### config.mk
export PLATFORM = sky130hd
export DESIGN_NAME = dcsk_demod_engine
export DESIGN_NICKNAME = d
export VERILOG_FILES = /design/src/rtl/dcsk_rx_pkg.sv /design/src/rtl/dcsk_corr_mac.sv /design/src/rtl/dcsk_demod_engine.sv
export SDC_FILE = /design/constraint.sdc
export NUM_CORES = 1
export LEC_CHECK = 0
export CORE_MARGIN = 8
export CORE_UTILIZATION = 23
export CTS_CLUSTER_DIAMETER = 100
export CTS_CLUSTER_SIZE = 10
export DETAILED_ROUTE_END_ITERATION = 6
export GPL_TIMING_DRIVEN = 0
export PLACE_DENSITY = 0.46
export SETUP_SLACK_MARGIN = 0.05
export SKIP_LAST_GASP = 1
export SLEW_MARGIN = 20
export SYNTH_ARGS = -nofsm -noshare
export SYNTH_HDL_FRONTEND = slang
export SYNTH_HIERARCHICAL = 1
export SYNTH_SLANG_ARGS = --single-unit
### constraint.sdc
create_clock -name Clk -period 16 [get_ports Clk]
set_input_delay 1.6 -clock Clk [delete_from_list [all_inputs] [get_ports Clk]]
set_output_delay 1.6 -clock Clk [all_outputs]
set_load 0.02 [all_outputs]
### src/rtl/dcsk_rx_pkg.sv
// Types and helpers shared between the DCSK receive demodulator and the TX spreader.
package dcsk_rx_pkg;

    typedef enum logic [2:0] {IDLE, REF, INFO, DECIDE, OUT} demod_state_e;

    // Spread factor is 2^(sel+1), clamped to the largest factor the buffer can hold.
    function automatic logic [4:0] sf_decode(input logic [1:0] sel, input int max_sf);
        int sf;
        sf = 2 << sel;
        if (sf > max_sf) sf = max_sf;
        return 5'(sf);
    endfunction

endpackage

### src/rtl/dcsk_corr_mac.sv
// Reference-chip buffer plus signed multiply-accumulate used to correlate the
// data slot of a DCSK symbol against its stored reference slot.
module dcsk_corr_mac #(
    parameter int SAMPLE_W = 4,
    parameter int MAX_SF   = 16,
    parameter int ACC_W    = 2*SAMPLE_W + $clog2(MAX_SF) + 1,
    parameter int ADDR_W   = $clog2(MAX_SF)
) (
    input  logic                    Clk,
    input  logic                    Rst,
    input  logic                    Clear,
    input  logic                    Acc_En,
    input  logic                    Store_En,
    input  logic [ADDR_W-1:0]       Addr,
    input  logic [SAMPLE_W-1:0]     Sample,
    output logic signed [ACC_W-1:0] Acc
);

    logic [SAMPLE_W-1:0] ref_mem [MAX_SF];

    // One-bit samples are hard bits: equal bits correlate to +1, unequal to -1.
    function automatic logic signed [ACC_W-1:0] mac_product(
        input logic [SAMPLE_W-1:0] r,
        input logic [SAMPLE_W-1:0] s
    );
        logic signed [ACC_W-1:0] r_ext;
        logic signed [ACC_W-1:0] s_ext;
        if (SAMPLE_W == 1) begin
            return (r == s) ? ACC_W'(1) : {ACC_W{1'b1}};
        end
        r_ext = {{(ACC_W-SAMPLE_W){r[SAMPLE_W-1]}}, r};
        s_ext = {{(ACC_W-SAMPLE_W){s[SAMPLE_W-1]}}, s};
        return r_ext * s_ext;
    endfunction

    always_ff @(posedge Clk) begin
        if (Store_En) begin
            ref_mem[Addr] <= Sample;
        end
    end

    always_ff @(posedge Clk or posedge Rst) begin
        if (Rst) begin
            Acc <= '0;
        end else if (Clear) begin
            Acc <= '0;
        end else if (Acc_En) begin
            Acc <= Acc + mac_product(ref_mem[Addr], Sample);
        end
    end

endmodule

### src/rtl/dcsk_demod_engine.sv
// Self-sequenced DCSK demodulator: buffers the reference slot, correlates the
// data slot, hard-decides each symbol and packs the bits into a frame word.
module dcsk_demod_engine
    import dcsk_rx_pkg::*;
#(
    parameter int SAMPLE_W   = 4,
    parameter int MAX_SF     = 16,
    parameter int FRAME_BITS = 32
) (
    input  logic                            Clk,
    input  logic                            Rst,
    input  logic [1:0]                      Sf_Sel,
    input  logic                            In_Valid,
    input  logic [SAMPLE_W-1:0]             In_Sample,
    output logic                            In_Ready,
    output logic                            Out_Valid,
    input  logic                            Out_Ready,
    output logic [FRAME_BITS-1:0]           Out_Data,
    output logic [4:0]                      Spread_Factor,
    output logic [$clog2(FRAME_BITS+1)-1:0] Tie_Count
);

    localparam int ACC_W = 2*SAMPLE_W + $clog2(MAX_SF) + 1;
    localparam int CNT_W = $clog2(MAX_SF);
    localparam int BI_W  = (FRAME_BITS > 1) ? $clog2(FRAME_BITS) : 1;
    localparam int TC_W  = $clog2(FRAME_BITS+1);

    demod_state_e            state;
    logic [CNT_W-1:0]        cnt;
    logic [BI_W-1:0]         bit_idx;
    logic signed [ACC_W-1:0] acc;
    logic                    hs;
    logic                    last_chip;
    logic                    store_en;
    logic                    acc_en;
    logic                    acc_clr;
    logic [CNT_W-1:0]        mac_addr;

    assign hs        = In_Valid && In_Ready;
    assign last_chip = (5'(cnt) == Spread_Factor - 5'd1);
    assign store_en  = hs && ((state == IDLE) || (state == REF));
    assign acc_en    = hs && (state == INFO);
    assign acc_clr   = (state == DECIDE);
    assign mac_addr  = (state == IDLE) ? '0 : cnt;

    dcsk_corr_mac #(
        .SAMPLE_W (SAMPLE_W),
        .MAX_SF   (MAX_SF),
        .ACC_W    (ACC_W),
        .ADDR_W   (CNT_W)
    ) u_corr_mac (
        .Clk      (Clk),
        .Rst      (Rst),
        .Clear    (acc_clr),
        .Acc_En   (acc_en),
        .Store_En (store_en),
        .Addr     (mac_addr),
        .Sample   (In_Sample),
        .Acc      (acc)
    );

    always_ff @(posedge Clk or posedge Rst) begin
        if (Rst) begin
            state         <= IDLE;
            In_Ready      <= 1'b0;
            Out_Valid     <= 1'b0;
            Out_Data      <= '0;
            Spread_Factor <= 5'd2;
            Tie_Count     <= '0;
            cnt           <= '0;
            bit_idx       <= '0;
        end else begin
            case (state)
                IDLE: begin
                    In_Ready <= 1'b1;
                    // The first sample is ref[0]; SF is frozen here for the whole frame.
                    if (hs) begin
                        Spread_Factor <= sf_decode(Sf_Sel, MAX_SF);
                        cnt           <= CNT_W'(1);
                        state         <= REF;
                    end
                end
                REF: begin
                    if (hs) begin
                        if (last_chip) begin
                            cnt   <= '0;
                            state <= INFO;
                        end else begin
                            cnt <= cnt + CNT_W'(1);
                        end
                    end
                end
                INFO: begin
                    if (hs) begin
                        if (last_chip) begin
                            cnt      <= '0;
                            In_Ready <= 1'b0;
                            state    <= DECIDE;
                        end else begin
                            cnt <= cnt + CNT_W'(1);
                        end
                    end
                end
                DECIDE: begin
                    // Zero correlation decides 0 and is counted as a tie.
                    Out_Data[bit_idx] <= !acc[ACC_W-1] && (acc != '0);
                    if (acc == '0) begin
                        Tie_Count <= Tie_Count + TC_W'(1);
                    end
                    if (bit_idx == BI_W'(FRAME_BITS-1)) begin
                        Out_Valid <= 1'b1;
                        state     <= OUT;
                    end else begin
                        bit_idx  <= bit_idx + BI_W'(1);
                        In_Ready <= 1'b1;
                        state    <= REF;
                    end
                end
                OUT: begin
                    if (Out_Ready) begin
                        Out_Valid <= 1'b0;
                        Out_Data  <= '0;
                        Tie_Count <= '0;
                        bit_idx   <= '0;
                        In_Ready  <= 1'b1;
                        state     <= IDLE;
                    end
                end
                default: begin
                    state <= IDLE;
                end
            endcase
        end
    end

endmodule
* Word-level counts from Yosys, hierarchy flattened *
Memories as Yosys holds them, arrays and structs flattened.
Cells that the tools add are included.

storage, ports and cells
  register bits = 70
  bits in latches = 0
  RAM bits = 64
  memory bits (read-only) = 0
  output and inout port bits = 45
  word-level logic and storage cells = 96
  memories kept = 1

cells by class
  add/sub/neg operators = 5
  $mul = 1
  divide/modulo/power cells = 0
  order comparisons = 3
  equality and inequality tests = 16
  shifts and indexed selects = 1
  multiplexer cells = 37
  bitwise logic cells = 0
  reductions and logical operators = 23

memory list
  name                words  width  rd ports  clocked after Yosys merged registers in  write ports  line                 source
  u_corr_mac.ref_mem  16     4      1         0                                        1            dcsk_corr_mac.sv:19  logic [SAMPLE_W-1:0] ref_mem [MAX_SF];

operators by type and width
  cell                                                  number
  one-hot mux 32 bit (2 select lines)                   1
  bitwise mux 32 bit                                    1
  > comparator 32 x 6 -> 1 bit (second input constant)  1
  2-to-1 mux 32 bit                                     1
  << shifter 2 x 2 -> 32 bit (first input constant)     1
  2-to-1 mux 13 bit                                     2
  2-to-1 mux 3 bit                                      7
  2-to-1 mux 4 bit                                      4
  2-to-1 mux 5 bit                                      3
  one-hot mux 3 bit (5 select lines)                    1
  != test 2 bit (second input constant)                 7
  adder 13 bit                                          1
  logical NOT 13 bit                                    1
  nonzero test 13 bit                                   1
  2-to-1 mux 6 bit                                      2
  one-hot mux 6 bit (2 select lines)                    1
  AND reduction 3 bit                                   4
  one-hot mux 5 bit (2 select lines)                    1
  2-to-1 mux 1 bit                                      9
  multiplier 4 x 4 -> 8 bit                             1
  one-hot mux 4 bit (2 select lines)                    1
  adder 6 x 1 -> 6 bit (second input constant)          1
  equality test 3 x 2 -> 1 bit (second input constant)  2
  < comparator 5 x 6 -> 1 bit (second input constant)   1
  other kinds (22)                                      31

* Logic depth before layout (Yosys ltp) *
Gate-level depths: netlist of run 1.
An unclocked memory read counts as a cell.

  depth in word-level cells = 7
  depth in mapped cells = 23

* Hierarchy *
Netlist of run 1, hierarchy kept.

by module, submodules not included
  module             instances  cells an instance  area each (um2)
  dcsk_corr_mac      1          330                4546.9
  dcsk_demod_engine  1          322                2939.1

* Least setup slack after synthesis of run 1 *
Ideal clock, no wire load.

  kind = reg-to-reg
  from = reg state[1]
  to = reg u_corr_mac.Acc[11]
  library setup time = 0.131 ns
  arrival = 5.811 ns
  required time = 15.869 ns
  setup slack = 10.058 ns
  stages on the path, launching flop included = 21
  path buffers = 3
  clock period less this slack = 5.942 ns
  cells stage by stage = dfrtp_1 > buf_1 > nor3_1 > nor2b_1 > buf_6 > buf_6 > mux4_2 > mux4_2 > and2_1 > fa_1 > fa_1 > inv_1 > fa_1 > inv_1 > ha_1 > a21oi_1 > o21bai_1 > a31o_1 > a41oi_1 > mux2i_1 > or3_1

on the way
  longest elaborated chain between the ends = 7
  elaborated cells between the ends (all ways) = 11
  those cells by class = 1 x add/sub; 1 x mul; 2 x eq/ne; 3 x mux; 3 x reduce/logical; 1 x memory

RTL lines
  element                    line                     source
  from (decl)                dcsk_demod_engine.sv:28  demod_state_e state;
  from (signal assigned)     dcsk_demod_engine.sv:64  state <= IDLE;
  from (signal assigned)     dcsk_demod_engine.sv:80  state <= REF;
  from (signal assigned)     dcsk_demod_engine.sv:87  state <= INFO;
  logical NOT 3 bit          dcsk_demod_engine.sv:44  assign mac_addr = (state == IDLE) ? '0 : cnt;
  2-to-1 mux 4 bit           dcsk_demod_engine.sv:44
  named net mac_addr[0]      dcsk_demod_engine.sv:37  logic [CNT_W-1:0] mac_addr;
  memory read (16 x 4 bit)   --
  multiplier 4 x 4 -> 8 bit  dcsk_corr_mac.sv:33      return r_ext * s_ext;
  adder 13 bit               dcsk_corr_mac.sv:48      Acc <= Acc + mac_product(ref_mem[Addr], Sample);
  2-to-1 mux 13 bit          dcsk_corr_mac.sv:47      end else if (Acc_En) begin
  2-to-1 mux 13 bit          dcsk_corr_mac.sv:45      end else if (Clear) begin
  to (signal assigned)       dcsk_corr_mac.sv:48
  to (decl)                  dcsk_corr_mac.sv:16      output logic signed [ACC_W-1:0] Acc

The timed path passes the listed nets, and every way through them passes these cells. The select of a mux whose other input is x is not followed.
A chain may end at the register's enable or synchronous reset.

* Worst setup path in the final report of run 1 *
  from = reg state[2]
  to = reg u_corr_mac.Acc[11]

The elaborated chain is that of the path after synthesis.

==> results of run 1 <==
[cell type report]
cell class / count / area share (%)
Sequential cell: 133 / 39.7
Multi-Input combinational cell: 423 / 37.3
Timing Repair Buffer: 54 / 6.07
Tap cell: 442 / 6.01
Clock buffer: 21 / 4.79
Inverter: 65 / 2.68
Clock inverter: 11 / 1.71
Buffer: 31 / 1.71
[report_power, final]
group | switching [mW] | leakage [nW] | internal, mW
registers | 0.0307 | 1.33 | 0.402
logic | 0.752 | 1.85 | 0.568
clock network | 0.145 | 0.286 | 0.259
total | 0.927 | 3.46 | 1.23
[metal layers]
layer  up-vias  track usage, %
met4         0            2.70
met3        11            2.54
li1       2482               -
met2        92            14.8
met5         -               0
met1      2500            12.7
[state kept, by name (all words and copies together), names as in the netlist]
| signal | cells |
|---|---|
| Tie_Count | 6 |
| state | 3 |
| In_Ready | 1 |
| u_corr_mac/Acc | 13 |
| Spread_Factor | 4 |
| Out_Data | 32 |
| cnt | 4 |
| Out_Valid | 1 |
| u_corr_mac/ref_mem | 64 |
| bit_idx | 5 |
[cells by family (layout without fill, tap and decap cells)]
| logic type | after synthesis | count (layout) |
|---|---|---|
| and+or+nand+nor | 164 | 164 |
| xor gates and xnor gates | 16 | 16 |
| buffers and inverters | 96 | 182 |
| AOI/OAI and AO/OA | 152 | 152 |
| muxes | 31 | 31 |
| other | 1 | 1 |
| adders and majority gates | 59 | 59 |
| DFF | 133 | 133 |
[per-stage QoR]
| stage | area, um2 | instances | total power [mW] | setup WS (ns) |
|---|---|---|---|---|
| floorplan | 7490 | 652 | 1.48 | 10.06 |
| global placement | 8570 | 1147 | 1.78 | 8.88 |
| detailed placement | 8600 | 1148 | 1.78 | 8.81 |
| CTS | 9200 | 1180 | 2.20 | 8.99 |
| global route | 9200 | 1180 | 2.38 | 8.60 |
| finish | 9200 | 1180 | 2.16 | 9.04 |
[final timing paths]
kind	startpoint	endpoint	slack, ns	cells after the start
setup reg to reg	state[2]$_DFFE_PP0P_	u_corr_mac/Acc[11]$_DFFE_PP0P_	9.04	20
hold / removal	Spread_Factor[1]$_DFFE_PP1P_	Spread_Factor[1]$_DFFE_PP1P_	0.51	2
min in group asynchronous	Rst	Tie_Count[5]$_DFFE_PP0P_	1.44	2
max in group asynchronous	Rst	Spread_Factor[1]$_DFFE_PP1P_	14.03	3
setup / recovery	state[2]$_DFFE_PP0P_	u_corr_mac/Acc[11]$_DFFE_PP0P_	9.04	20
hold reg to reg	Spread_Factor[1]$_DFFE_PP1P_	Spread_Factor[1]$_DFFE_PP1P_	0.51	2
[tightest hold or removal path, cell delays in order, from the launching register on]
cell	delay, ns
dfstp_2	0.39
nand2_1	0.06
o31ai_1	0.06
[Yosys cell counts, drive strengths merged (2+ instances only)]
master  count
a22o        5
or4b        2
nor2       42
clkbuf     17
nand4       4
nand2b      5
mux2i      10
and2       13
or3b        3
xor2        6
mux2        2
inv        65
or3         7
ha         35
edfxtp     64
nor4        2
and3b       2
a31o        3
o21ai      73
a21oi      46
fa         24
o21bai      3
mux4       19
o21a        2
nand3      11
nor3b       4
buf        14
and3        2
nand2      28
nor3       13
nand4b      3
o311ai      2
o31ai       4
dfrtp      68
nor2b       7
a21o        6
nand3b      8
xnor2      10
or4         2
==> results_dict.tcl, run 1 <==
set metrics [dict create \
    ys_async_sr_fraction_pct 51.9 \
    synth-compound-area-share_pct 12.0 \
    initial_core_util_pct 23.2 \
    top_layer_used "met4" \
    synth-xor-area-share_pct 1.97 \
    drtIter0Drc 262 \
    syn_nets 721 \
    met3_length_um 675 \
    multi_input_area_mm2 0.00343 \
    crit_chain "clkbuf_1, nor3_1, nor2b_1, buf_1, buf_2, mux4_2, mux4_2, nand2_1, fa_1, fa_1, fa_1, inv_1, ha_1, a21o_1, a21oi_1, o21bai_1, a31o_1, a41oi_1, mux2i_1, or3_1" \
    cp-end-kind "flop" \
    synthAdderAreaFrac_pct 12.3 \
    syn_area_mm2 0.00749 \
    fin_crit_ns 6.96 \
    slowest_stage "buf_1" \
    avgSynthCellArea_um2 11.5 \
    grt_pass1_vias 5149 \
    hold_class "reg2reg" \
    p_per_area_mw_per_mm2 234 \
    finClkSkew_ns 0.0111 \
    synth_seq_cells 133 \
    muxShareOfSynthArea_pct 7.67 \
    ios 55 \
    nets 794 \
    setup.worst_path.class "reg2reg" \
    cts_resized 0 \
    cts-buffers-inserted 17 \
    ys_seq_area_share_pct 48.8 \
    synth_cells 652 \
    postRouteAntennaNets 0 \
    setup_violations 0 \
    insertion_delay_ns 0.42 \
    n_fill_cell 3324 \
    cpMostUsedCell "fa_1" \
    fmax_ghz 0.144 \
    drc 0 \
    mostFrequentLayoutCells "72 x o21ai_0, 68 x dfrtp_1, 64 x inv_1, 64 x edfxtp_1, 53 x clkdlybuf4s50_1" \
    netlist.top_cell.by_area "edfxtp_1" \
    final_hold_viol_count 0 \
    die_w_um 196 \
    firstDrtPassIters 5 \
    layout_commonest_cell "o21ai_0" \
    wl_per_cell_um 15.0 \
    met1_length_um 8780 \
    synth_top_family_by_area "adder cells" \
    num_antenna_cells 0 \
    status "complete, no violations" \
    cts_setup_buffers 0 \
    holdWs_ns 0.513 \
    path_buf_inv 4 \
    area.growth.synth_to_final_pct 22.9 \
    ff_latch_area_mm2 0.00365 \
    grt_max_degree 53 \
    synth_simple_gate_area_share_pct 12.0 \
    dp_hpwl_um 12700 \
    crit_family "adder cells" \
    met2_wirelength_um 8120 \
    avgViaCountPerCell 4.31 \
    synth-edff-count 64 \
    p_leak_nw 3.46 \
    core.rowCount 66 \
    crit_arrival_ns 7.26 \
    io_buffers 53 \
    antenna_found_initial 0 \
    maxSlewHeadroom_pct 44.3 \
    synth_cell_types 68 \
    layout-drive-gt1-share_pct 9.62 \
    fin_util_pct 28.5 \
    place_congestion 0.761 \
    grt_pass1_wl_um 28700 \
    ir_drop_uv 161 \
    synthTopCellsByArea "edfxtp_1 26%, dfrtp_1 23%, fa_1 6.4%" \
    drv_cap 0 \
    hold_buffers 0 \
    drv_slew 0 \
    cts_tree "built" \
    grtUsageTotal_pct 9.45 \
    clock_sinks 133 \
    start_kind "flop" \
    grt_setup_unrepaired "no" \
    ys_warn_count 6 \
    synthFlopType "dfrtp_1" \
    overflow 0 \
    htree_levels 4 \
    crit_fanout 10 \
    coreArea_mm2 0.0323 \
    die_area_mm2 0.0386 \
    tightest_slew_ns 0.832 \
    via_count 5085 \
    period_share_pct 43.5 \
    clock-root-buffer "clkbuf_16" \
    worstPathRequired_ns 16.30 \
    setup_tns_ns 0 \
    die_height_um 196 \
    wl_um 17700 \
    synth_top_area_share_pct 25.7 \
    clk_pin_slew_worst_paths_ns 0.06 \
    slowest_delay_ns 0.57 \
    clock_path_buffers 2 \
]
Power figures use the tool's default switching activity.
==> run 2, diff against run 1 <==
- PLACE_DENSITY: 0.46 -> 0.48
- clock period: 16 -> 6.26 ns (I/O delays scaled with it)
==> results_dict.tcl, run 2 (synthesis gave the netlist of run 1 again) <==
set metrics [dict create \
    status "complete, no violations" \
    ir_drop_uv 390 \
    io_buffers 53 \
    die_area_mm2 0.0386 \
    dp_hpwl_um 12400 \
    cts-buffers-inserted 17 \
    stdcell_count 1183 \
    crit_arrival_ns 6.29 \
    maxSlewHeadroom_pct 44.8 \
    clk_pin_slew_worst_paths_ns 0.06 \
    insertion_delay_ns 0.42 \
    clock_sinks 133 \
    ios 55 \
    tightest_slew_ns 0.826 \
    largest_register "u_corr_mac/ref_mem" \
    crit_fanout 10 \
    placed_cells 1148 \
    drv_cap 0 \
    firstDrtPassIters 4 \
    use_met3_pct 2.30 \
    worstPathRequired_ns 6.57 \
    clock_path_buffers 2 \
    htree_levels 4 \
    placed_area_mm2 0.00860 \
    cp-end-kind "flop" \
    drc 0 \
    drv_slew 0 \
    p_leak_nw 3.52 \
    nets 797 \
    grt_pass1_wl_um 28300 \
    busiest_layer "met2" \
    initial_core_util_pct 23.2 \
    design_area_mm2 0.00934 \
    gr-usage-met2_pct 13.9 \
    overflow 0 \
    setup.worst_path.class "reg2reg" \
    avgViaCountPerCell 4.33 \
    layout_commonest_cell "o21ai_0" \
    antenna_found_initial 0 \
    finClkSkew_ns 0.0100 \
    layout-drive-gt1-share_pct 12.3 \
    setup_tns_ns 0 \
    hold_class "in2async" \
    postRouteAntennaNets 0 \
    wl_per_cell_um 14.8 \
    mostFrequentLayoutCells "72 x o21ai_0, 68 x dfrtp_1, 64 x inv_1, 64 x edfxtp_1, 53 x clkdlybuf4s50_1" \
    place_congestion 0.755 \
    finalPower_mw 5.74 \
    core.rowCount 66 \
    grt_pass1_vias 5065 \
    r2r_slack_ns 0.27 \
    cts_tree "built" \
    largest_register_ff_count 64 \
    drtIter0Drc 372 \
    use_met1_pct 12.8 \
    n_fill_cell 3344 \
    num_antenna_cells 0 \
    period_share_pct 95.7 \
    fmax_ghz 0.167 \
    start_kind "flop" \
    clock-root-buffer "clkbuf_16" \
    p_per_area_mw_per_mm2 615 \
    grt_setup_unrepaired "no" \
    via_count 5125 \
    wl_um 17600 \
    top_regs "u_corr_mac/ref_mem (64), Out_Data (32), u_corr_mac/Acc (13)" \
    grt_max_degree 54 \
    die_w_um 196 \
    final_hold_viol_count 0 \
    area.growth.synth_to_final_pct 24.8 \
    coreArea_mm2 0.0323 \
    setup_violations 0 \
    grtUsageTotal_pct 9.22 \
    fin_crit_ns 5.99 \
    die_height_um 196 \
]
## run 2: cell types whose count changed in the layout (fill, tap and decap cells not counted), sizes merged
cell,change
bufinv,+1
clkbuf,-4
clkinvlp,+2
buf,+3
clkinv,+1
## run 2: final cells by class
type	count	area [um2]	area share [%]
plain buffers	31	178	1.90
clock buffers	17	425	4.55
clock inverters	15	211	2.26
inverters	65	246	2.64
multi-input cells	423	3500	37.4
flip-flops and latches	133	3650	39.1
well taps	442	553	5.92
repair buffers	57	581	6.21
## run 2: routing by layer
| metal | share of wire [%] | vias up |
|---|---|---|
| met5 | 0 | - |
| met4 | 1.1 | 0 |
| met3 | 3.6 | 15 |
| met2 | 46 | 86 |
| met1 | 49 | 2536 |
| li1 | - | 2488 |
## run 2: metrics by stage
| step | setup slack [ns] | hold WS, ns | util [%] |
|---|---|---|---|
| after floorplan | 0.318 | 0.503 | - |
| after global placement | -0.738 | 0.502 | 26.5 |
| after detailed placement | -0.735 | 0.502 | 26.6 |
| after CTS | 0.0522 | 0.447 | 28.7 |
| after global routing | 0.0453 | 0.465 | 28.9 |
| final | 0.271 | 0.458 | 28.9 |
## run 2: critical path: stages (launching register included)
cell and delay, ns:
dfrtp_1 0.39, buf_4 0.18, nor3_4 0.39, nor2b_4 0.13, buf_12 0.18, buf_6 0.15, mux4_2 0.45, mux4_2 0.54
and2_1 0.20, fa_1 0.46, fa_1 0.54, inv_1 0.06, fa_1 0.53, inv_1 0.06, ha_4 0.28, a21oi_2 0.06
o21bai_1 0.20, a31o_1 0.25, a21oi_2 0.09, or4b_2 0.60, o311ai_0 0.11
## run 2: final timing paths
kind / start / to / cells after the start
worst max-delay path: state[1]$_DFFE_PP0P_ / u_corr_mac/Acc[9]$_DFFE_PP0P_ / 20
worst min-delay path: Rst / Tie_Count[5]$_DFFE_PP0P_ / 2
worst max register to register: state[1]$_DFFE_PP0P_ / u_corr_mac/Acc[9]$_DFFE_PP0P_ / 20
worst min register to register: Out_Data[10]$_DFFE_PP0P_ / Out_Data[10]$_DFFE_PP0P_ / 2
max in group asynchronous: Rst / Spread_Factor[1]$_DFFE_PP1P_ / 3
min in group Clk: Out_Data[10]$_DFFE_PP0P_ / Out_Data[10]$_DFFE_PP0P_ / 2
## run 2: repair_timing
item                                   4_1_cts  5_1_grt
endpoints found under the hold margin        0        0
setup buffers                                0        3
hold buffers                                 0        0
setup endpoints to repair                    7        3
pin swaps                                    0        5
resized for setup                           11       11
## run 2: report_power, final
group / internal, mW / switching [mW] / total [mW]
clock network: 0.701 / 0.386 / 1.09
registers: 1.03 / 0.0775 / 1.10
logic: 1.55 / 2.00 / 3.55
total: 3.28 / 2.47 / 5.74
